[config.mk]
export PLATFORM = sky130hd
export DESIGN_NAME = msk_shiftrows_iter_flat
export DESIGN_NICKNAME = d
export VERILOG_FILES = /design/src/rtl/msk_shiftrows_iter_if.sv /design/src/rtl/msk_shiftrows_iter.sv /design/src/flat_wrapper.sv
export SDC_FILE = /design/constraint.sdc
export NUM_CORES = 1
export LEC_CHECK = 0
export CAP_MARGIN = 20
export CORE_AREA = 2 2 205 207
export CTS_BUF_LIST = sky130_fd_sc_hd__clkbuf_8
export CTS_CLUSTER_SIZE = 30
export DETAILED_ROUTE_END_ITERATION = 12
export DIE_AREA = 0 0 207 209
export PLACE_DENSITY = 0.8
export SKIP_CTS_REPAIR_TIMING = 1
export SYNTH_ARGS = -nofsm -noshare
export SYNTH_HDL_FRONTEND = slang
export SYNTH_SLANG_ARGS = --single-unit
[constraint.sdc]
create_clock -name clk -period 4.65 [get_ports clk]
set_input_delay 0.93 -clock clk [delete_from_list [all_inputs] [get_ports clk]]
set_output_delay 0.93 -clock clk [all_outputs]
set_load 0.01 [all_outputs]
[src/rtl/msk_shiftrows_iter_if.sv]
// Handshake bundle for the masked ShiftRows engine: input sharing channel and result channel.
interface msk_shiftrows_iter_if #(
  parameter int unsigned D  = 2,
  parameter int unsigned W  = 8,
  parameter int unsigned KW = 2
);
  localparam int unsigned SW = 16 * D * W;

  logic          in_valid;
  logic          in_ready;
  logic [SW-1:0] in_state;
  logic          in_inv;
  logic [KW-1:0] in_k;
  logic          out_valid;
  logic          out_ready;
  logic [SW-1:0] out_state;

  modport master (
    output in_valid, in_state, in_inv, in_k, out_ready,
    input  in_ready, out_valid, out_state
  );

  modport slave (
    input  in_valid, in_state, in_inv, in_k, out_ready,
    output in_ready, out_valid, out_state
  );
endinterface

[src/rtl/msk_shiftrows_iter.sv]
// Masked Skinny ShiftRows^k / inverse engine: one row-rotation step per clock,
// every share permuted identically and independently.
module msk_shiftrows_iter #(
  parameter int unsigned D  = 2,
  parameter int unsigned W  = 8,
  parameter int unsigned KW = 2
) (
  input  logic                 clk,
  input  logic                 rst_n,
  msk_shiftrows_iter_if.slave  bus
);
  localparam int unsigned CW = D * W;
  localparam int unsigned SW = 16 * CW;

  typedef enum logic [1:0] {
    IDLE = 2'd0,
    RUN  = 2'd1,
    DONE = 2'd2
  } state_t;

  state_t        state_q, state_nxt;
  logic [SW-1:0] data_q, data_nxt;
  logic [SW-1:0] out_q;
  logic [KW-1:0] cnt_q, cnt_nxt;
  logic          inv_q, inv_nxt;
  logic          out_valid_q;

  // One ShiftRows step; cell c = 4r+j pulls from column (j-r) or (j+r) mod 4 of its row.
  function automatic logic [SW-1:0] shift_step(input logic [SW-1:0] s, input logic inv);
    logic [SW-1:0] r;
    int unsigned   src;
    r = '0;
    for (int unsigned c = 0; c < 16; c++) begin
      src = inv ? (c + (c >> 2)) : (c - (c >> 2));
      src = (c & 32'd12) | (src & 32'd3);
      r[(16-c)*CW-1 -: CW] = s[(16-src)*CW-1 -: CW];
    end
    return r;
  endfunction

  always_comb begin
    state_nxt = state_q;
    data_nxt  = data_q;
    cnt_nxt   = cnt_q;
    inv_nxt   = inv_q;
    case (state_q)
      IDLE: begin
        if (bus.in_valid) begin
          data_nxt  = bus.in_state;
          inv_nxt   = bus.in_inv;
          cnt_nxt   = bus.in_k;
          state_nxt = (bus.in_k == '0) ? DONE : RUN;
        end
      end
      RUN: begin
        data_nxt = shift_step(data_q, inv_q);
        cnt_nxt  = cnt_q - KW'(1);
        if (cnt_q == KW'(1)) state_nxt = DONE;
      end
      DONE: begin
        // Wipe the sharing on hand-off so no share residue lingers in the register.
        if (bus.out_ready) begin
          data_nxt  = '0;
          state_nxt = IDLE;
        end
      end
      default: state_nxt = IDLE;
    endcase
  end

  always_ff @(posedge clk or negedge rst_n) begin
    if (!rst_n) begin
      state_q     <= IDLE;
      data_q      <= '0;
      cnt_q       <= '0;
      inv_q       <= 1'b0;
      out_q       <= '0;
      out_valid_q <= 1'b0;
    end else begin
      state_q     <= state_nxt;
      data_q      <= data_nxt;
      cnt_q       <= cnt_nxt;
      inv_q       <= inv_nxt;
      // Intermediate rotations never reach the output; only the final state is exposed.
      out_q       <= (state_nxt == DONE) ? data_nxt : '0;
      out_valid_q <= (state_nxt == DONE);
    end
  end

  assign bus.in_ready  = (state_q == IDLE) & rst_n;
  assign bus.out_valid = out_valid_q;
  assign bus.out_state = out_q;

endmodule

[src/flat_wrapper.sv]
// flat-port wrapper written by rule: the top's interface ports become plain ports
module msk_shiftrows_iter_flat 
#(
  parameter int unsigned D  = 2,
  parameter int unsigned W  = 8,
  parameter int unsigned KW = 2
)
  (clk, rst_n, bus_in_valid, bus_in_state, bus_in_inv, bus_in_k, bus_out_ready, bus_in_ready, bus_out_valid, bus_out_state);
  msk_shiftrows_iter_if #(.D(D), .W(W), .KW(KW)) bus_i ();
  input  logic clk;
  input  logic rst_n;
  input wire logic [$bits(bus_i.in_valid)-1:0] bus_in_valid;
  input wire logic [$bits(bus_i.in_state)-1:0] bus_in_state;
  input wire logic [$bits(bus_i.in_inv)-1:0] bus_in_inv;
  input wire logic [$bits(bus_i.in_k)-1:0] bus_in_k;
  input wire logic [$bits(bus_i.out_ready)-1:0] bus_out_ready;
  output wire logic [$bits(bus_i.in_ready)-1:0] bus_in_ready;
  output wire logic [$bits(bus_i.out_valid)-1:0] bus_out_valid;
  output wire logic [$bits(bus_i.out_state)-1:0] bus_out_state;
  assign bus_i.in_valid = bus_in_valid;
  assign bus_i.in_state = bus_in_state;
  assign bus_i.in_inv = bus_in_inv;
  assign bus_i.in_k = bus_in_k;
  assign bus_i.out_ready = bus_out_ready;
  assign bus_in_ready = bus_i.in_ready;
  assign bus_out_valid = bus_i.out_valid;
  assign bus_out_state = bus_i.out_state;
  msk_shiftrows_iter #(.D(D), .W(W), .KW(KW)) u_core (.clk(clk), .rst_n(rst_n), .bus(bus_i));
endmodule
# --- Yosys cells after proc, flatten, opt, wreduce, memory -nomap -nowiden ---
# Index checks and enable logic that the tools add are counted.
# W data, S select, Z words.
word_totals:
  reg_bits: 518
  inputBits: 263
classes:
  n_addsub: 25
  eq_ne: 5
  n_shift: 12
  mux: 19
  bitwise: 1
  reduce_logical: 5
ops:
  columns: ["op", "count"]
  rows:
  - ["$shiftx A271 B33 Y16", 12]
  - ["$mux W256", 3]
  - ["$pmux W256 S3", 1]
  - ["$sub A32 B1 Y32 const B", 12]
  - ["$mux W2", 13]
  - ["$sub A5 B3 Y6 const A", 4]
  - ["$sub A5 B4 Y6 const A", 4]
  - ["$sub A5 B4 Y6 const AB", 4]
  - ["$pmux W2 S3", 1]
  - ["$eq A2 B1 Y1 const B", 2]
  - ["$eq A2 B2 Y1 const B", 2]
  - ["$logic_not A2 Y1", 2]
  - ["$pmux W2 S2", 1]
  - ["$reduce_and A2 Y1", 2]
  - ["$ne A2 B2 Y1 const B", 1]
  - ["$reduce_bool A2 Y1", 1]
  - ["$sub A2 B1 Y2 const B", 1]
  - ["$and A1 B1 Y1", 1]

# --- Depth between registers and ports, before layout ---
# Gate-level depths: netlist of run 1.
depth:
  ltp_word: 6
  ltp_mapped: 8
  depth_no_buf: 6

# --- Least setup slack after synthesis of run 1 ---
# No wires, ideal clock.
synth_timing:
  path_kind: "flip-flop to output port"
  from: "register u_core.state_q[1]"
  to: "output bus_in_ready"
  arrival_time_ps: 1252
  slack_ps: 2468
  stages_incl_launch_ff: 5
  path_cell_list: "dfrtp_1 buf_2 clkbuf_1 clkbuf_1 nor3b_1"
synth_via:
  elab_chain_len: 2
synth_lines:
  columns: ["item", "line", "text"]
  rows:
  - ["from (decl)", "msk_shiftrows_iter.sv:21", "state_t state_q, state_nxt;"]
  - ["from (signal assigned)", "msk_shiftrows_iter.sv:80", "state_q <= state_nxt;"]
  - ["$logic_not A2 Y1", "msk_shiftrows_iter.sv:90", "assign bus.in_ready = (state_q == IDLE) & rst_n;"]
  - ["$and A1 B1 Y1", "msk_shiftrows_iter.sv:90", null]
  - ["to (decl)", "flat_wrapper.sv:17", "output wire logic [$bits(bus_i.in_ready)-1:0] bus_in_ready;"]
# No other way between the ends.

# --- Worst setup path in the final report of run 1 ---
layout_timing:
  from: "register u_core.state_q[0]"
  to: "output bus_in_ready"
# The elaborated chain is that of the path after synthesis.

==> results.sh, run 1 <==
export IMPL_status="finished, final reports clean"
export IMPL_place_area_mm2=0.0266
export IMPL_fin_util=0.685
export IMPL_clock_path_buffers=3
export IMPL_clock_latency_ns=0.65
export IMPL_netlist_instances=1777
export IMPL_die_height_um=209
export IMPL_antenna_found_initial=9
export IMPL_grt_pass1_vias=16600
export IMPL_synthTopCellsByCount="dfrtp_1 (518), and2_1 (194), a21oi_1 (130), nor2_1 (130), nand2_1 (129)"
export IMPL_maxCapViolations=0
export IMPL_cts_tree="built"
export IMPL_power_density_mw_per_mm2=650
export IMPL_rsz0062_at_grt="false"
export IMPL_pin_count=521
export IMPL_critPathBufInv=2
export IMPL_drc=0
export IMPL_switching_share=0.359
export IMPL_synth_most_common_cell="dfrtp_1"
export IMPL_numPortBuffers=520
export IMPL_drive_above_1_share=0.0952
export IMPL_synthFlopType="dfrtp_1"
export IMPL_start_util=0.508
export IMPL_fin_cells=2879
export IMPL_core_area_mm2=0.0413
export IMPL_grt_max_degree=174
export IMPL_tightest_slew_ns=1.11
export IMPL_syn_nets=2041
export IMPL_syn_area_per_cell_um2=11.8
export IMPL_drtIter0Drc=1293
export IMPL_synth_top_family_by_area="simple AND/OR/NAND/NOR gates"
export IMPL_cp_start_kind="register"
export IMPL_worstPathCellList="buf_4 > nor3b_1 > clkdlybuf4s50_1"
export IMPL_p_sw_mw=6.59
export IMPL_grt_use_total=0.274
export IMPL_relSlewSlack=0.258
export IMPL_routed_wl_mm=60.2
export IMPL_place_gp_congestion=0.850
export IMPL_viasPerCell=5.62
export IMPL_p_int_mw=11.8
export IMPL_syn2layout_area_growth_pct=34.8
export IMPL_ys_ff_latch=518
export IMPL_numCtsBuffers=86
export IMPL_clock_sinks=518
export IMPL_post_place_cells=2717
export IMPL_pwr_share_clk=0.215
export IMPL_critical_path_required_ns=3.72
export IMPL_fin_hold_ws_ns=0.0953
export IMPL_max_freq_mhz=276
export IMPL_die_area_mm2=0.0433
export IMPL_clk_pin_slew_ns=0.07
export IMPL_clock_root_buffer="clkbuf_8"
export IMPL_via_count=16200
export IMPL_fin_skew_ns=0.0217
export IMPL_max_stage_delay_ns=0.64
export IMPL_grt_first_pass_wirelength_mm=93.8
export IMPL_synth_edf_count=0
export IMPL_drt_first_pass_iters=5
export IMPL_hpwlAfterDp_mm=38.9
export IMPL_cts_htree_levels=3
export IMPL_seq_area_frac_synth=0.618
export IMPL_synth_simple_area_share=0.145
export IMPL_crit_family="buffers and inverters"
export IMPL_setup_tns_ns=0
export IMPL_yosysUniqueCellTypes=27
export IMPL_timing_final_ws_setup_ns=1.03
export IMPL_power_mw=18.4
export IMPL_p_leak_nw=13.0
export IMPL_preCtsSetupSlack_ns=1.28
export IMPL_fp_dieW_um=207
export IMPL_slowest_stage="clkdlybuf4s50_1"
export IMPL_synth_adder_area_share=0.000596
export IMPL_nNetsFinal=2530
export IMPL_peakVddDrop_v=0.000380
export IMPL_period_share=0.779
export IMPL_ant_nets=0
export IMPL_crit_fanout=66
export IMPL_layout_min_cycle_time_ns=3.62
export IMPL_yosysWarningCount=0
export IMPL_overflow=0
export IMPL_finalMaxSlewViolations=0
export IMPL_synth_top_area_frac=0.618
export IMPL_comb_power_share=0.392
export IMPL_synthDominantAreaCellType="dfrtp_1"
export IMPL_cp_arrival_ns=2.69
export IMPL_hold_viol=0
export IMPL_synthTopCellsByArea="dfrtp_1 (62%), a221o_1 (6.1%), mux2i_1 (6.1%)"
export IMPL_synth_compound_area_share=0.144
export IMPL_netlist_area_mm2=0.0210
export IMPL_seqPwrFrac=0.393
export IMPL_design_area_mm2=0.0283
export IMPL_wl_per_cell_um=20.9
export IMPL_synth_area_mux_share=0.0616
export IMPL_setup_violations=0
export IMPL_async_flop_share=1.00
export IMPL_crit_type="reg2out"
export IMPL_endpoint_kind="output port"
export IMPL_row_count=75
export IMPL_synth_xor_area_frac=0
export IMPL_hp_class="in2async"
==> layout make-up <==
type,instances,area (um^2)
diodes,7,17.5
well taps,539,674
inverters,4,17.5
clock buffers,107,1470
flip-flops and latches,518,13000
clock inverters,48,238
fillers,3005,13000
multi-input cells,1112,7400
repair buffers,544,5490
==> cell families after synthesis <==
group | count (synthesis)
DFF | 518
muxes | 129
AOI/OAI and AO/OA | 394
and+or+nand+nor | 588
buffers and inverters | 147
adders and majority gates | 1
==> power by group through the flow <==
stage / Clock, mW / Combinational [mW] / Sequential, mW
finish: 3.96 / 7.21 / 7.22
global route: 4.24 / 7.80 / 7.39
CTS: 4.03 / 7.22 / 7.19
detailed placement: 0 / 7.17 / 7.23
global placement: 0 / 6.96 / 7.16
floorplan: 0 / 4.23 / 7.21
==> final timing paths <==
| kind | startpoint | endpoint | slack [ns] | depth (start not counted) |
|---|---|---|---|---|
| worst min register to register | u_core.data_q[91] | u_core.data_q[91] | 0.50 | 2 |
| max in group asynchronous | rst_n | u_core.inv_q | 2.70 | 3 |
| min in group clk | u_core.data_q[91] | u_core.data_q[91] | 0.50 | 2 |
| worst max-delay path | u_core.state_q[0] | bus_in_ready | 1.03 | 3 |
| worst max register to register | u_core.state_q[1] | u_core.inv_q | 1.71 | 4 |
| worst min-delay path | rst_n | u_core.data_q[19] | 0.1 | 1 |
==> flip-flops by register name, indices dropped and copies added (netlist names) <==
signal / flops
u_core.state_q: 2
u_core.bus.out_valid: 1
u_core.bus.out_state: 256
u_core.data_q: 256
u_core.inv_q: 1
u_core.cnt_q: 2
==> metal layers <==
layer,vias to the layer above,GRT usage,wire length [um]
met5,-,0,36
li1,7231,-,-
met3,161,0.0745,4370
met2,644,0.438,29200
met4,6,0.136,2550
met1,8136,0.347,24000
==> worst register-to-register path: stages (launching register included) <==
cell     delay, ns
dfrtp_4       0.66
nor3b_4       0.31
buf_4         0.65
buf_4         0.75
mux2_2        0.45
==> cell usage in the layout, fill, tap and decap left out, types with 2 or more instances in the layout <==
cell             instances
a21oi_1                130
a221o_1                128
a22oi_1                 63
and2_1                 194
buf_12                   8
buf_4                   16
clkbuf_8               107
clkdlybuf4s50_1        518
clkinv_2                 9
clkinvlp_4               4
dfrtp_1                515
dfrtp_4                  2
diode_2                  7
inv_1                   36
mux2i_1                128
nand2_1                128
nand2b_1                 3
nor2_1                 130
nor2b_1                 64
o21ai_0                  2
o22ai_1                  2
o2bb2ai_1               66
or2_2                   63
Note: power is estimated with default switching activity, not from simulation.
==> run 2: changes to the inputs <==
- CORE_AREA: 2 2 205 207 -> not set
- CORE_MARGIN: not set -> 2
- CORE_UTILIZATION: not set -> 46
- DIE_AREA: 0 0 207 209 -> not set
- PLACE_DENSITY: 0.8 -> 0.75
- clock period: 4.65 -> 3.09 ns (I/O delays scaled with it)
==> run 2 against run 1 <==
  * Wire length is 1.3% higher
  * Register-to-register slack worse by 0.76 ns
  * Final cell count increased by 2.5%
  * Combinational power is 55% higher
  * Sequential cell count did not move
  * Largest power group is now combinational cells
  * First-iteration DRC count up 7.0%
  * Critical path depth up 1
  * Global-route usage decreased by 1.9 points
  * Worst hold slack better by 0.26 ns
  * Highest routed layer unchanged
  * Non-clock buffer count grew 10
  * Critical path type is now in2out
==> results.sh, run 2 (synthesis gave the netlist of run 1 again) <==
export IMPL_status="finished, final reports clean"
export IMPL_crit_type="in2out"
export IMPL_layout_min_cycle_time_ns=2.90
export IMPL_design_area_mm2=0.0285
export IMPL_worstPathCellList="dlygate4sd3_1 > buf_8 > nor3b_1 > clkdlybuf4s50_1"
export IMPL_grt_max_degree=165
export IMPL_rsz0062_at_grt="false"
export IMPL_numCtsBuffers=87
export IMPL_syn2layout_area_growth_pct=36.0
export IMPL_hpwlAfterDp_mm=39.9
export IMPL_drt_first_pass_iters=6
export IMPL_layout_common_cells="clkdlybuf4s50_1 (518), dfrtp_1 (515), and2_1 (194), nor2_1 (130), a21oi_1 (130)"
export IMPL_place_gp_congestion=0.841
export IMPL_power_density_mw_per_mm2=978
export IMPL_clock_latency_ns=0.69
export IMPL_start_util=0.464
export IMPL_maxCapViolations=0
export IMPL_post_place_cells=2787
export IMPL_final_common_cell="clkdlybuf4s50_1"
export IMPL_tightest_slew_ns=0.893
export IMPL_antenna_found_initial=13
export IMPL_cp_startpoint="rst_n"
export IMPL_wl_per_cell_um=20.7
export IMPL_fp_dieW_um=218
export IMPL_setup_violations=0
export IMPL_clk_pin_slew_ns=0.06
export IMPL_routed_wl_mm=61.0
export IMPL_crit_fanout=17
export IMPL_fin_skew_ns=0.0366
export IMPL_peakVddDrop_v=0.000618
export IMPL_numPortBuffers=520
export IMPL_via_count=16000
export IMPL_fin_cells=2950
export IMPL_ant_nets=0
export IMPL_hp_class="in2async"
export IMPL_slowest_stage="clkdlybuf4s50_1"
export IMPL_nNetsFinal=2541
export IMPL_endpoint_kind="output port"
export IMPL_drive_above_1_share=0.0962
export IMPL_grt_pass1_vias=16500
export IMPL_die_area_mm2=0.0473
export IMPL_overflow=0
export IMPL_fin_util=0.632
export IMPL_grt_first_pass_wirelength_mm=94.3
export IMPL_drc=0
export IMPL_max_freq_mhz=345
export IMPL_clock_sinks=518
export IMPL_pin_count=521
export IMPL_hold_viol=0
export IMPL_fin_hold_ws_ns=0.352
export IMPL_grt_use_total=0.255
export IMPL_r2r_start="u_core.inv_q"
export IMPL_cp_start_kind="input pin"
export IMPL_core_area_mm2=0.0452
export IMPL_setup_tns_ns=0
export IMPL_critical_path_required_ns=2.47
export IMPL_max_stage_delay_ns=0.65
export IMPL_cts_htree_levels=3
export IMPL_relSlewSlack=0.405
export IMPL_place_area_mm2=0.0268
export IMPL_p_leak_nw=13.1
export IMPL_row_count=78
export IMPL_cp_arrival_ns=2.28
export IMPL_finalMaxSlewViolations=0
export IMPL_clock_path_buffers=3
export IMPL_period_share=0.938
export IMPL_die_height_um=218
export IMPL_clock_root_buffer="clkbuf_8"
export IMPL_drtIter0Drc=1383
export IMPL_cts_tree="built"
export IMPL_viasPerCell=5.42
[run 2: cell types whose count changed in the layout (fill, tap and decap cells not counted), moves of 2 or more]
cell	change
buf_12	+9
clkinv_2	-7
inv_1	+3
diode_2	+3
inv_6	+2
[run 2: worst paths after layout]
| check | endpoint | cells after the start | slack, ns |
|---|---|---|---|
| max | bus_in_ready | 4 | 0.19 |
| min | u_core.bus.out_state[194] | 2 | 0.35 |
| max reg2reg | u_core.bus.out_state[35] | 5 | 0.95 |
| min reg2reg | u_core.data_q[103] | 2 | 0.50 |
| max in group asynchronous | u_core.bus.out_state[89] | 4 | 1.14 |
| min in group clk | u_core.cnt_q[1] | 3 | 0.47 |
[run 2: area by class of cell]
cell class / instances / area, um^2
fill: 3514 / 16600
sequential: 518 / 13000
multi-input combinational: 1112 / 7400
timing repair buffer: 554 / 5680
clock buffer: 106 / 1460
tap: 600 / 751
clock inverter: 46 / 235
antenna: 10 / 25.0
inverter: 4 / 17.5
[run 2: per-stage QoR]
step           total power [mW]  setup WS [ns]
5_1_grt                    29.6          0.102
3_3_place_gp               21.6          0.508
4_1_cts                    28.1          0.239
2_1_floorplan              17.2           1.22
3_5_place_dp               22.0          0.511
6_report                   27.9          0.190
[run 2: report_power, final]
| part | switching, mW | internal (mW) | total [mW] |
|---|---|---|---|
| registers | 1.50 | 9.30 | 10.8 |
| clock network | 2.78 | 3.18 | 5.96 |
| logic | 5.72 | 5.43 | 11.2 |
| total | 10.0 | 17.9 | 27.9 |
[run 2: routing by layer]
layer	wire length, um	GRT usage	vias up
met5	51	0	-
met4	2080	0.100	8
met3	4200	0.0728	125
met2	29900	0.412	526
met1	24800	0.326	8082
li1	-	-	7238
[run 2: critical path: cells and delay by family]
| kind | cells | cell delay (ns) |
|---|---|---|
| buf+inv | 3 | 1.42 |
| simple gates | 1 | 0.23 |
